`src/rtl/alu_arbiter.sv`:
```
// ---------------------------------------------------------------------------
// alu_arbiter
//
// Shares one external combinational ALU between two requesters. A request is
// granted round-robin in IDLE and its operands/controls are registered onto
// the alu_* outputs. One cycle later (ISSUE) the ALU result is captured. The
// block then holds the response (RESP) until the consumer accepts it.
//
// Ports
//   clk         rising-edge clock
//   rst         asynchronous, active-low reset
//   req_valid   per-requester request valid (bit i = requester i)
//   req_ready   per-requester accept, one-hot on the grant, IDLE only
//   req_rs1/2   packed operands, requester i at [i*WIDTH +: WIDTH]
//   req_ctrl    packed controls, requester i at [i*34 +: 34] as
//               {funct7, funct3, opcode, imm, shamt}
//   alu_*       registered operands/controls presented to the ALU
//   alu_rd      combinational ALU result
//   rsp_valid   response valid; rsp_ready is the consumer accept
//   rsp_data    captured result (0 when rsp_err)
//   rsp_id      requester the response belongs to
//   rsp_err     opcode was neither OP (0110011) nor OP-IMM (0010011)
//   busy        high whenever the FSM is not in IDLE
// ---------------------------------------------------------------------------
module alu_arbiter #(
    parameter int WIDTH = 32
) (
    input  logic               clk,
    input  logic               rst,
    input  logic [1:0]         req_valid,
    output logic [1:0]         req_ready,
    input  logic [2*WIDTH-1:0] req_rs1,
    input  logic [2*WIDTH-1:0] req_rs2,
    input  logic [67:0]        req_ctrl,
    output logic [WIDTH-1:0]   alu_rs1,
    output logic [WIDTH-1:0]   alu_rs2,
    output logic [2:0]         alu_funct3,
    output logic [6:0]         alu_funct7,
    output logic [6:0]         alu_opcode,
    output logic [11:0]        alu_imm,
    output logic [4:0]         alu_shamt,
    input  logic [WIDTH-1:0]   alu_rd,
    output logic               rsp_valid,
    input  logic               rsp_ready,
    output logic [WIDTH-1:0]   rsp_data,
    output logic               rsp_id,
    output logic               rsp_err,
    output logic               busy
);

    localparam logic [6:0] OPC_OP     = 7'b0110011;
    localparam logic [6:0] OPC_OP_IMM = 7'b0010011;

    typedef enum logic [1:0] {
        IDLE  = 2'd0,
        ISSUE = 2'd1,
        RESP  = 2'd2
    } state_t;

    state_t             state_q, state_d;
    logic               ptr_q, ptr_d;
    logic [WIDTH-1:0]   alu_rs1_q, alu_rs1_d;
    logic [WIDTH-1:0]   alu_rs2_q, alu_rs2_d;
    logic [33:0]        alu_ctrl_q, alu_ctrl_d;
    logic               rsp_valid_q, rsp_valid_d;
    logic [WIDTH-1:0]   rsp_data_q, rsp_data_d;
    logic               rsp_id_q, rsp_id_d;
    logic               rsp_err_q, rsp_err_d;

    logic               grant_vld;
    logic               grant_idx;
    logic [WIDTH-1:0]   sel_rs1;
    logic [WIDTH-1:0]   sel_rs2;
    logic [33:0]        sel_ctrl;
    logic               op_is_err;

    // Round-robin pick: the pointer's requester wins if valid, else the other.
    always_comb begin
        grant_vld = 1'b0;
        grant_idx = ptr_q;
        if (req_valid[ptr_q]) begin
            grant_vld = 1'b1;
            grant_idx = ptr_q;
        end else if (req_valid[~ptr_q]) begin
            grant_vld = 1'b1;
            grant_idx = ~ptr_q;
        end
    end

    // Operand/control mux for the granted requester.
    always_comb begin
        sel_rs1  = grant_idx ? req_rs1[2*WIDTH-1:WIDTH] : req_rs1[WIDTH-1:0];
        sel_rs2  = grant_idx ? req_rs2[2*WIDTH-1:WIDTH] : req_rs2[WIDTH-1:0];
        sel_ctrl = grant_idx ? req_ctrl[67:34] : req_ctrl[33:0];
    end

    // Ready is gated by reset so that it drops immediately when rst goes low,
    // even though req_valid may still be driven.
    always_comb begin
        req_ready = 2'b00;
        if (rst && (state_q == IDLE) && grant_vld) begin
            req_ready = 2'b01 << grant_idx;
        end
    end

    assign op_is_err = (alu_ctrl_q[23:17] != OPC_OP) &&
                       (alu_ctrl_q[23:17] != OPC_OP_IMM);

    // Next-state and register-update logic for the shared-ALU transaction.
    always_comb begin
        state_d     = state_q;
        ptr_d       = ptr_q;
        alu_rs1_d   = alu_rs1_q;
        alu_rs2_d   = alu_rs2_q;
        alu_ctrl_d  = alu_ctrl_q;
        rsp_valid_d = rsp_valid_q;
        rsp_data_d  = rsp_data_q;
        rsp_id_d    = rsp_id_q;
        rsp_err_d   = rsp_err_q;
        case (state_q)
            IDLE: begin
                if (grant_vld) begin
                    alu_rs1_d  = sel_rs1;
                    alu_rs2_d  = sel_rs2;
                    alu_ctrl_d = sel_ctrl;
                    rsp_id_d   = grant_idx;
                    state_d    = ISSUE;
                end
            end
            ISSUE: begin
                rsp_err_d   = op_is_err;
                rsp_data_d  = op_is_err ? '0 : alu_rd;
                rsp_valid_d = 1'b1;
                state_d     = RESP;
            end
            RESP: begin
                // The pointer moves past whoever was just served.
                if (rsp_ready) begin
                    rsp_valid_d = 1'b0;
                    ptr_d       = ~rsp_id_q;
                    state_d     = IDLE;
                end
            end
            default: begin
                state_d     = IDLE;
                rsp_valid_d = 1'b0;
            end
        endcase
    end

    always_ff @(posedge clk or negedge rst) begin
        if (!rst) begin
            state_q     <= IDLE;
            ptr_q       <= 1'b0;
            alu_rs1_q   <= '0;
            alu_rs2_q   <= '0;
            alu_ctrl_q  <= '0;
            rsp_valid_q <= 1'b0;
            rsp_data_q  <= '0;
            rsp_id_q    <= 1'b0;
            rsp_err_q   <= 1'b0;
        end else begin
            state_q     <= state_d;
            ptr_q       <= ptr_d;
            alu_rs1_q   <= alu_rs1_d;
            alu_rs2_q   <= alu_rs2_d;
            alu_ctrl_q  <= alu_ctrl_d;
            rsp_valid_q <= rsp_valid_d;
            rsp_data_q  <= rsp_data_d;
            rsp_id_q    <= rsp_id_d;
            rsp_err_q   <= rsp_err_d;
        end
    end

    assign alu_rs1    = alu_rs1_q;
    assign alu_rs2    = alu_rs2_q;
    assign alu_funct7 = alu_ctrl_q[33:27];
    assign alu_funct3 = alu_ctrl_q[26:24];
    assign alu_opcode = alu_ctrl_q[23:17];
    assign alu_imm    = alu_ctrl_q[16:5];
    assign alu_shamt  = alu_ctrl_q[4:0];
    assign rsp_valid  = rsp_valid_q;
    assign rsp_data   = rsp_data_q;
    assign rsp_id     = rsp_id_q;
    assign rsp_err    = rsp_err_q;
    assign busy       = (state_q != IDLE);

endmodule

```
`config.mk`:
```
export PLATFORM = sky130hd
export DESIGN_NAME = alu_arbiter
export DESIGN_NICKNAME = d
export VERILOG_FILES = /design/src/rtl/alu_arbiter.sv
export SDC_FILE = /design/constraint.sdc
export NUM_CORES = 1
export LEC_CHECK = 0
export BUFFER_PORTS_ARGS = -buffer_cell sky130_fd_sc_hd__buf_4
export CAP_MARGIN = 20
export CORE_AREA = 2 2 142 144
export DETAILED_ROUTE_END_ITERATION = 12
export DIE_AREA = 0 0 144 146
export PLACE_DENSITY = 0.77
export SLEW_MARGIN = 20
export SYNTH_ARGS = -nofsm -noshare
export SYNTH_HDL_FRONTEND = slang
export SYNTH_SLANG_ARGS = --single-unit
```
`constraint.sdc`:
```
create_clock -name clk -period 2 [get_ports clk]
set_input_delay 0.1 -clock clk [delete_from_list [all_inputs] [get_ports clk]]
set_output_delay 0.1 -clock clk [all_outputs]
set_load 0.005 [all_outputs]
```
Word-level counts from Yosys, hierarchy flattened
Index checks and enable logic that the tools add are counted.
Storage, ports and cells
  output and inout bits: 136
  input port bits: 233
  flip-flop bits (word level): 136
  logic and storage cells: 48
Operators by class
  shifts and indexed selects: 1
  reductions and logical operators: 9
  mux-type cells: 18
  order comparisons: 2
  bitwise gates (word level): 3
  equality and inequality tests: 6
Operator list (count)
  two-way mux 32 bit: 3
  two-way mux 34 bit: 1
  two-way mux 1 bit: 9
  AND reduction 2 bit: 4
  inequality test 7 x 5 -> 1 bit, second input constant: 1
  inequality test 7 x 6 -> 1 bit, second input constant: 1
  two-way mux 2 bit: 3
  case mux 2 bit (3 select lines): 1
  less-than comparator 1 x 2 -> 1 bit, second input constant: 2
  inequality test 2 bit, second input constant: 2
  logical AND 1 bit: 3
  inverter 1 bit: 3
  case mux 1 bit (3 select lines): 1
  == test 2 x 1 -> 1 bit, second input constant: 1
  == test 2 bit, second input constant: 1
  logical NOT 2 bit: 1
  nonzero test 2 bit: 1
  << shifter 1 x 1 -> 2 bit, first input constant: 1

Depth between registers and ports, before layout
Gate-level depths: netlist (run 1).
  depth after elaboration: 7
  depth in mapped cells: 6
  gate-level depth less buffers: 4

Worst setup path before layout (run 1)
Ideal clock, no wire load.
  path kind: reg-to-reg
  start: register state_q[0]
  end: register alu_rs1_q[0] (netlist: alu_rs1[0])
  slack: 0.583 ns
  required time: 1.871 ns
  data arrival time: 1.287 ns
  library setup time: 0.129 ns
  path buffers: 2
  period minus slack after synthesis: 1.417 ns
  stages on the path, launching flop included: 7
  cell sequence: dfrtp_1 > nor2_2 > inv_2 > clkbuf_1 > buf_2 > o21ai_1 > nand3_1
Between the ends
  longest elaborated chain between the ends: 2
Ends and longest elaborated chain
  start: declaration: RTL line 60  | state_t state_q, state_d;
  start signal: assignment: RTL line 163  | state_q <= state_d;
  logical NOT 2 bit: RTL line 120  | case (state_q)
  AND reduction 2 bit (no line)
  end signal: assignment: RTL line 165  | alu_rs1_q <= alu_rs1_d;
  end: declaration: RTL line 62  | logic [WIDTH-1:0] alu_rs1_q, alu_rs1_d;
Every way passes these cells.
A chain may end at the register's enable or synchronous reset.

Worst setup path after layout (run 1)
  start: register state_q[0]
  end: output busy
Between the ends
  longest elaborated chain between the ends: 1
Ends and longest elaborated chain
  nonzero test 2 bit: RTL line 186  | assign busy = (state_q != IDLE);
  end: declaration: RTL line 48  | output logic busy
Every way passes these cells.

==> summary.txt, run 1 <==
Status
  – Outcome: completed

Hold path
  – Hold_sp: req_rs2[23]
  – Hold/Removal Path Class: primary input to flop
  – Hold depth: 3
  – Hold worst-path end: alu_rs2[23]

Placement
  – Count of input and output buffers: 368
  – DP Wirelength: about 17000 um
  – Routability congestion estimate: around 0.8

GRT
  – Initial antenna violation count: 1
  – Largest net degree at the start of global routing: 147
  – First-pass GRT wire length: about 50000 um
  – Number of global-route vias before repair: between 9000 and 10000
  – GR Overflow Total: 0
  – Aggregate global-route resource usage: slightly below 30%

Critical path
  – Req. time, crit path: 1900 ps
  – Reg2Reg Setup Slack: about 270 ps
  – CP max FO: between 70 and 80
  – FF-to-FF End: alu_rs2[2]
  – Crit path DAT: between 1500 and 2000 ps
  – Crit-path slowest cell: dfrtp_1
  – CP Cell Sequence: nor2_4 > inv_4 > buf_12 > buf_4
  – Reg2Reg Depth: 4
  – Worst path max stage delay: around 450 ps
  – Kind of critical path: flop to output port
  – CP startpoint kind: flop
  – R2R Path Start: state_q[0]
  – Crit end category: output port

STA
  – Setup TNS: 0 ps
  – Fin. Hold Viols: 0
  – Fin crit period: between 1500 and 2000 ps
  – Hold Slack: 12.97 ps
  – Setup violators final: 0
  – Slew @ Worst Pin: 688.4 ps
  – Setup Skew: 11.58 ps
  – Relative slew slack: a little over half
  – RSZ-0062 raised after global routing: false
  – Pins Over Slew Limit: 0
  – Final period utilization: 90.73%
  – Highest clock rate: around 550 MHz

Clocking
  – H-tree Lvls: 4
  – Register clock-pin slew on the reported worst setup and hold paths: 70 ps
  – Post-CTS setup buffer count: 0
  – CTS tree: done
  – Clock Path Buffers: 2
  – Clock latency on the worst-skew pair: approximately 410 ps
  – Num Clock Sinks: 136
  – Clk root buf: clkbuf_16
  – Number of CTS-inserted buffers: 17

Synthesis
  – Top cells by area, synth: dfrtp_1 (49%), o2111ai_1 (24%), nand3_1 (7.0%)
  – Syn Nets: roughly 930
  – Seq/Total Area, Yosys: between 40 and 50%
  – FF+latch count, synth: about 140
  – Yosys top cell by area: dfrtp_1
  – Cells after synthesis: 695
  – Synthesized area: approximately 7000 um2
  – Avg Inst Size Synth: about 10 um2
  – Distinct cells, synth: 28
  – Yosys warns: 0
  – Post-synth top area share: 48.51%

Final layout
  – Multi-input gate area: between 3000 and 4000 um2
  – # fillers: 1390
  – Count of nets after finishing: 1436
  – Synthesis-to-layout area growth: 79.92%
  – Layout cells sized above 1: 35.44%
  – Register area: about 3400 um2

Power
  – Cell Pwr Density: about 1100 nW/um2
  – Leakage: 0.005660 uW
  – Max VDD drop: 0.0008782 V
  – Power, Total: ~14000 uW

Flow run
  – Max cap viols: 0

Route
  – Post-Route WL: around 32000 um
  – Initial drt markers: 789
  – Met2 wire len: roughly 16000 um
  – Via density: ~6.1
  – M1 WL: ~12000 um
  – Residual DRC: 0
  – Max Used Layer: met4
  – Routed vias: about 9100
  – Post-route ant nets: 0
  – DR WL/cell: 21.61 um
  – Routed length on met3: around 3100 um
  – 1st-pass router iterations: 5

Floorplan
  – Die ar.: roughly 21000 um2
  – Die height: around 150 um
  – Die width: around 140 um
  – Initial Util: between 30% and 40%
  – FP Rows: 51
  – IO Pins: 369
  – Core Region: 19330 um2
per-layer routing:
metal | global-route usage, % | vias up
li1 | - | 3906
met4 | 14.95 | 0
met5 | 0 | -
met1 | 35.30 | 4348
met2 | 48.76 | 670
met3 | 7.206 | 135
per-stage QoR:
| stage | setup slack (ps) | cell area, um2 | utilization, % | std cells |
|---|---|---|---|---|
| final | 185.4 | 12620 | 65.28 | 1482 |
| after global routing | 49.72 | 12620 | 65.28 | 1482 |
| after CTS | 18.57 | 12610 | 65.24 | 1481 |
| after detailed placement | 424.3 | 9925 | 51.33 | 1238 |
| after global placement | 443.9 | 9925 | 51.33 | 1238 |
| after floorplan | 583.2 | 7015 | - | 695 |
cell usage in the layout, fill, tap and decap left out, drive strengths merged:
| cell type | count |
|---|---|
| a21oi | 1 |
| a22o | 32 |
| and3 | 1 |
| and3b | 1 |
| buf | 389 |
| bufinv | 1 |
| clkbuf | 17 |
| clkinv | 3 |
| clkinvlp | 4 |
| dfrtp | 136 |
| diode | 1 |
| dlygate4sd3 | 211 |
| inv | 12 |
| maj3 | 1 |
| mux2 | 1 |
| nand2 | 3 |
| nand2b | 1 |
| nand3 | 98 |
| nand3b | 1 |
| nand4bb | 1 |
| nor2 | 4 |
| nor4b | 1 |
| o2111ai | 196 |
| o21a | 1 |
| o21ai | 100 |
cells by family after synthesis:
kind of cell             count (synthesis)  synth area share, %
AO/OA/AOI/OAI                          330                35.78
adder cells (fa/ha/maj)                  1               0.1427
buffers and inverters                  116                6.991
flip-flops                             136                48.51
multiplexers                             1               0.1605
AND/OR/NAND/NOR                        111                8.418
sequential cells by signal, summed over array words and instances, names as in the netlist:
name,flops
alu_ctrl_q,34
alu_rs1,32
alu_rs2,32
ptr_q,1
rsp_data,32
rsp_err,1
rsp_id,1
rsp_valid,1
state_q,2
cell usage after synthesis:
master / n
o2111ai_1: 196
dfrtp_1: 136
nand3_1: 98
o21ai_0: 91
clkbuf_1: 77
a22o_1: 32
buf_2: 22
o21ai_1: 9
buf_1: 7
inv_2: 4
buf_6: 3
nand2_1: 3
nor2_1: 2
a21oi_1: 1
and3_1: 1
and3b_1: 1
buf_4: 1
clkbuf_2: 1
inv_1: 1
maj3_1: 1
mux2_2: 1
nand2b_1: 1
nand3b_1: 1
nand4bb_1: 1
nor2_2: 1
nor2_4: 1
nor4b_4: 1
o21a_1: 1
power breakdown:
group | internal, uW | switching, uW
sequential | 3830 | 664
clock | 1760 | 1390
combinational | 2950 | 3830
critical path: cells and delay by family, from the launching register on:
kind	cells	cell delay, ps
buffers and inverters	3	720
and+or+nand+nor	1	90
DFF	1	450
cell type report:
type,instances,share of cell area [%]
diodes,1,0.01983
clock buffers,17,3.370
clock inverters,15,1.209
inverters,5,0.1983
multi-input cells,443,24.79
flip-flops and latches,136,26.99
well taps,265,2.627
repair buffers,600,40.79
worst max-delay path by stage:
stage | startpoint | endpoint | slack, ps
after floorplan | state_q[0] | alu_rs1[0] | 580
after global placement | state_q[0] | alu_ctrl_q[9] | 440
after detailed placement | state_q[0] | alu_ctrl_q[9] | 420
after CTS | state_q[0] | busy | 20
after global routing | state_q[0] | req_ready[1] | 50
final | state_q[0] | busy | 190
what timing repair did:
item                                   CTS  global route
resized for setup                        0             3
setup endpoints to repair                0             3
hold buffers                           211             0
endpoints found under the hold margin  266             0
Power figures use the tool's default switching activity.
==> run 2: changes to the inputs <==
- ABC_AREA: unset -> 1
- CORE_AREA: 2 2 142 144 -> 2 2 145 147
- DIE_AREA: 0 0 144 146 -> 0 0 147 149
==> summary.txt, run 2 <==
Status
  – Outcome: completed (unchanged)

Placement
  – Count of input and output buffers: 368 (unchanged)
  – DP Wirelength: 17070 um (about the same)
  – Routability congestion estimate: 0.8510 (was 0.7848)

Floorplan
  – Die height: 149 um (was 146 um)
  – Die ar.: 21900 um2 (was 21020 um2)
  – Die width: 147 um (was 144 um)
  – IO Pins: 369 (unchanged)
  – FP Rows: 53 (was 51)
  – Core Region: 20560 um2 (was 19330 um2)
  – Initial Util: 36.09% (was 36.28%)

Synthesis
  – Largest family of logic cells by synthesized area: simple AND/OR/NAND/NOR gates (was compound AO/OA/AOI/OAI gates)
  – Top cells by area, synth: dfrtp_1 (46%), nand2_1 (19%), nand3_1 (16%) (was dfrtp_1 (49%), o2111ai_1 (24%), nand3_1 (7.0%))
  – Compound-gate portion of the synthesized area: 0.2530% (was 35.78%)
  – Synth Area in Simple Gates: 36.85% (was 8.418%)
  – FF+latch count, synth: 136 (unchanged)
  – Avg Inst Size Synth: 6.832 um2 (was 10.09 um2)
  – Cells after synthesis: 1086 (was 695)
  – Share of flip-flops with an asynchronous set or reset: 100.0% (unchanged)
  – Syn Nets: 1319 (was 928)
  – Most used DFF post-synth: dfrtp_1 (unchanged)
  – Adder-cell share of the synthesized area: 0% (was 0.1427%)
  – Synthesized area: 7420 um2 (was 7015 um2)
  – Yosys top cell by area: dfrtp_1 (unchanged)
  – Post-synth EDFFs: 0 (unchanged)
  – Distinct cells, synth: 19 (was 28)
  – Xor/xnor share of the synthesized area: 0% (unchanged)
  – Most common cell in the synthesized netlist: nand2_1 (was o2111ai_1)
  – Post-synth top area share: 45.87% (was 48.51%)
  – Seq/Total Area, Yosys: 45.87% (was 48.51%)
  – Yosys warns: 0 (unchanged)
  – Top post-synthesis cells by count: nand2_1 (366), inv_1 (236), nand3_1 (230), dfrtp_1 (136), nor2_1 (45) (was o2111ai_1 (196), dfrtp_1 (136), nand3_1 (98), o21ai_0 (91), clkbuf_1 (77))
  – Mux share of post-synthesis cell area: 0% (was 0.1605%)

Final layout
  – Count of nets after finishing: 1786 (was 1436)
  – Commonest non-fill, non-tap cells in the layout: buf_4 (382), nand2_1 (363), inv_1 (236), nand3_1 (230), dfrtp_1 (135) (was buf_4 (379), dlygate4sd3_1 (211), o2111ai_1 (196), dfrtp_1 (135), nand3_1 (98))
  – Max FFs per register: 34 (unchanged)
  – Commonest non-fill, non-tap cell in the layout: buf_4 (unchanged)
  – Layout cells sized above 1: 27.97% (was 35.44%)
  – Biggest register: alu_ctrl_q (unchanged)
  – Fin util: 60.10% (was 65.28%)
  – Inserted Diodes: 0 (was 1)
  – # fillers: 1768 (was 1390)
  – Synthesis-to-layout area growth: 66.53% (was 79.92%)

Route
  – Via density: 4.810 (was 6.113)
  – 1st-pass router iterations: 6 (was 5)
  – Initial drt markers: 541 (was 789)
  – DR WL/cell: 15.67 um (was 21.61 um)
  – Residual DRC: 0 (unchanged)
  – Post-Route WL: 28850 um (was 32030 um)
  – Post-route ant nets: 0 (unchanged)
  – Routed vias: 8856 (was 9059)

Critical path
  – CP max FO: 50 (was 76)
  – Worst Path Buf+Inv: 2 (was 3)
  – Delay-heaviest family, CP: buffers and inverters (unchanged)
  – Crit end category: flop (was output port)
  – CP startpoint kind: flop (unchanged)
  – Kind of critical path: flop to flop (was flop to output port)
  – Crit-path slowest cell: dlygate4sd3_1 (was dfrtp_1)
  – CP Cell Sequence: nand2_1 > nand2_4 > buf_16 > nand3_1 > nand3_1 > dlygate4sd3_1 > nand2_1 (was nor2_4 > inv_4 > buf_12 > buf_4)
  – Crit path DAT: 2230 ps (was 1710 ps)
  – Req. time, crit path: 2310 ps (was 1900 ps)
  – Worst path max stage delay: 550 ps (was 450 ps)

STA
  – Setup Skew: 12.43 ps (was 11.58 ps)
  – Setup violators final: 0 (unchanged)
  – Fin crit period: 1926 ps (was 1815 ps)
  – Fin. Hold Viols: 0 (unchanged)
  – Pins Over Slew Limit: 0 (unchanged)
  – Relative slew slack: 51.43% (was 54.11%)
  – Setup TNS: 0 ps (unchanged)
  – RSZ-0062 raised after global routing: false (unchanged)
  – Final period utilization: 96.28% (was 90.73%)
  – Slew @ Worst Pin: 728.6 ps (was 688.4 ps)
  – Highest clock rate: 519.3 MHz (was 551.1 MHz)

GRT
  – Number of global-route vias before repair: 8503 (was 9197)
  – GR Overflow Total: 0 (unchanged)
  – Aggregate global-route resource usage: 23.97% (was 29.42%)
  – Largest net degree at the start of global routing: 101 (was 147)
  – Initial antenna violation count: 0 (was 1)
  – First-pass GRT wire length: 41560 um (was 49540 um)

Clocking
  – CTS tree: done (unchanged)
  – H-tree Lvls: 4 (unchanged)
  – Clock latency on the worst-skew pair: 420 ps (was 410 ps)
  – Number of CTS-inserted buffers: 17 (unchanged)
  – Register clock-pin slew on the reported worst setup and hold paths: 70 ps (about the same)
  – Num Clock Sinks: 136 (unchanged)
  – Clock Path Buffers: 2 (unchanged)
  – Clk root buf: clkbuf_16 (unchanged)

Hold path
  – Hold/Removal Path Class: primary input to flop (unchanged)

Power
  – Leakage: 0.007353 uW (was 0.005660 uW)
  – Cell Pwr Density: 1210 nW/um2 (was 1143 nW/um2)
  – Max VDD drop: 0.0005766 V (was 0.0008782 V)

Flow run
  – Max cap viols: 0 (unchanged)
-- run 2: power breakdown --
| part | internal [uW] | leakage [uW] | switching [uW] |
|---|---|---|---|
| clock network | 1890 | 0.000270 | 1280 |
| registers | 3890 | 0.00171 | 733 |
| logic | 3320 | 0.00538 | 3840 |
-- run 2: timing repair --
item,CTS,global route
endpoints found under the setup margin,0,14
gates resized for setup,0,10
hold buffers,116,0
buffers inserted,0,7
hold endpoints to repair,228,0
-- run 2: final cells by class --
class,instances,area (um2),area share [%]
multi-input cells,650,2803,22.68
flip-flops and latches,136,3405,27.55
clock buffers,20,446.7,3.615
well taps,275,344.1,2.785
inverters,237,890.9,7.210
clock inverters,12,141.4,1.144
repair buffers,511,4325,35.01
-- run 2: worst reg2reg max path: stages, from the launching register on --
cell and delay (ps):
dfrtp_1 360, nand2_1 90, nand2_4 180, buf_16 260, nand3_1 220, nand3_1 120
dlygate4sd3_1 550, nand2_1 40
-- run 2: stage by stage --
| stage | instances | hold slack [ps] | worst slack [ps] | instance area [um2] | total power [uW] |
|---|---|---|---|---|---|
| after floorplan | 1086 | -195.6 | 733.6 | 7420 | 7848 |
| after global placement | 1681 | 206.1 | 520.4 | 10390 | 10790 |
| after detailed placement | 1681 | 203.4 | 451.8 | 10390 | 10940 |
| after CTS | 1829 | 0.2735 | 67.95 | 12140 | 14480 |
| after global routing | 1841 | 13.84 | 10.90 | 12360 | 15930 |
| final | 1841 | 13.74 | 74.32 | 12360 | 14950 |
-- run 2: worst paths after layout --
| check | start | end | slack, ps | cells past startpoint |
|---|---|---|---|---|
| worst max-delay path | ptr_q | alu_rs2[8] | 70 | 7 |
| worst min-delay path | req_rs1[38] | alu_rs1[6] | 10 | 5 |
| worst max register to register | ptr_q | alu_rs2[8] | 70 | 7 |
| worst min register to register | alu_rs2[11] | alu_rs2[11] | 480 | 2 |
| max in group asynchronous | rst | alu_rs2[26] | 1010 | 3 |
| min in group asynchronous | rst | alu_rs2[11] | 340 | 3 |
-- run 2: kinds of logic (layout without fill, tap and decap cells) --
family,Yosys count,count (layout)
AO/OA/AOI/OAI,3,3
buffers and inverters,301,780
flip-flops,136,136
AND/OR/NAND/NOR,646,647
-- run 2: routing by layer --
layer  GRT usage [%]  share of wire (%)  vias to the layer above
met1           26.86                 38                     4067
met5               0                  0                        -
li1                -                  -                     4159
met2           42.91                 49                      537
met3           5.749                8.8                       93
met4           11.73                3.9                        0
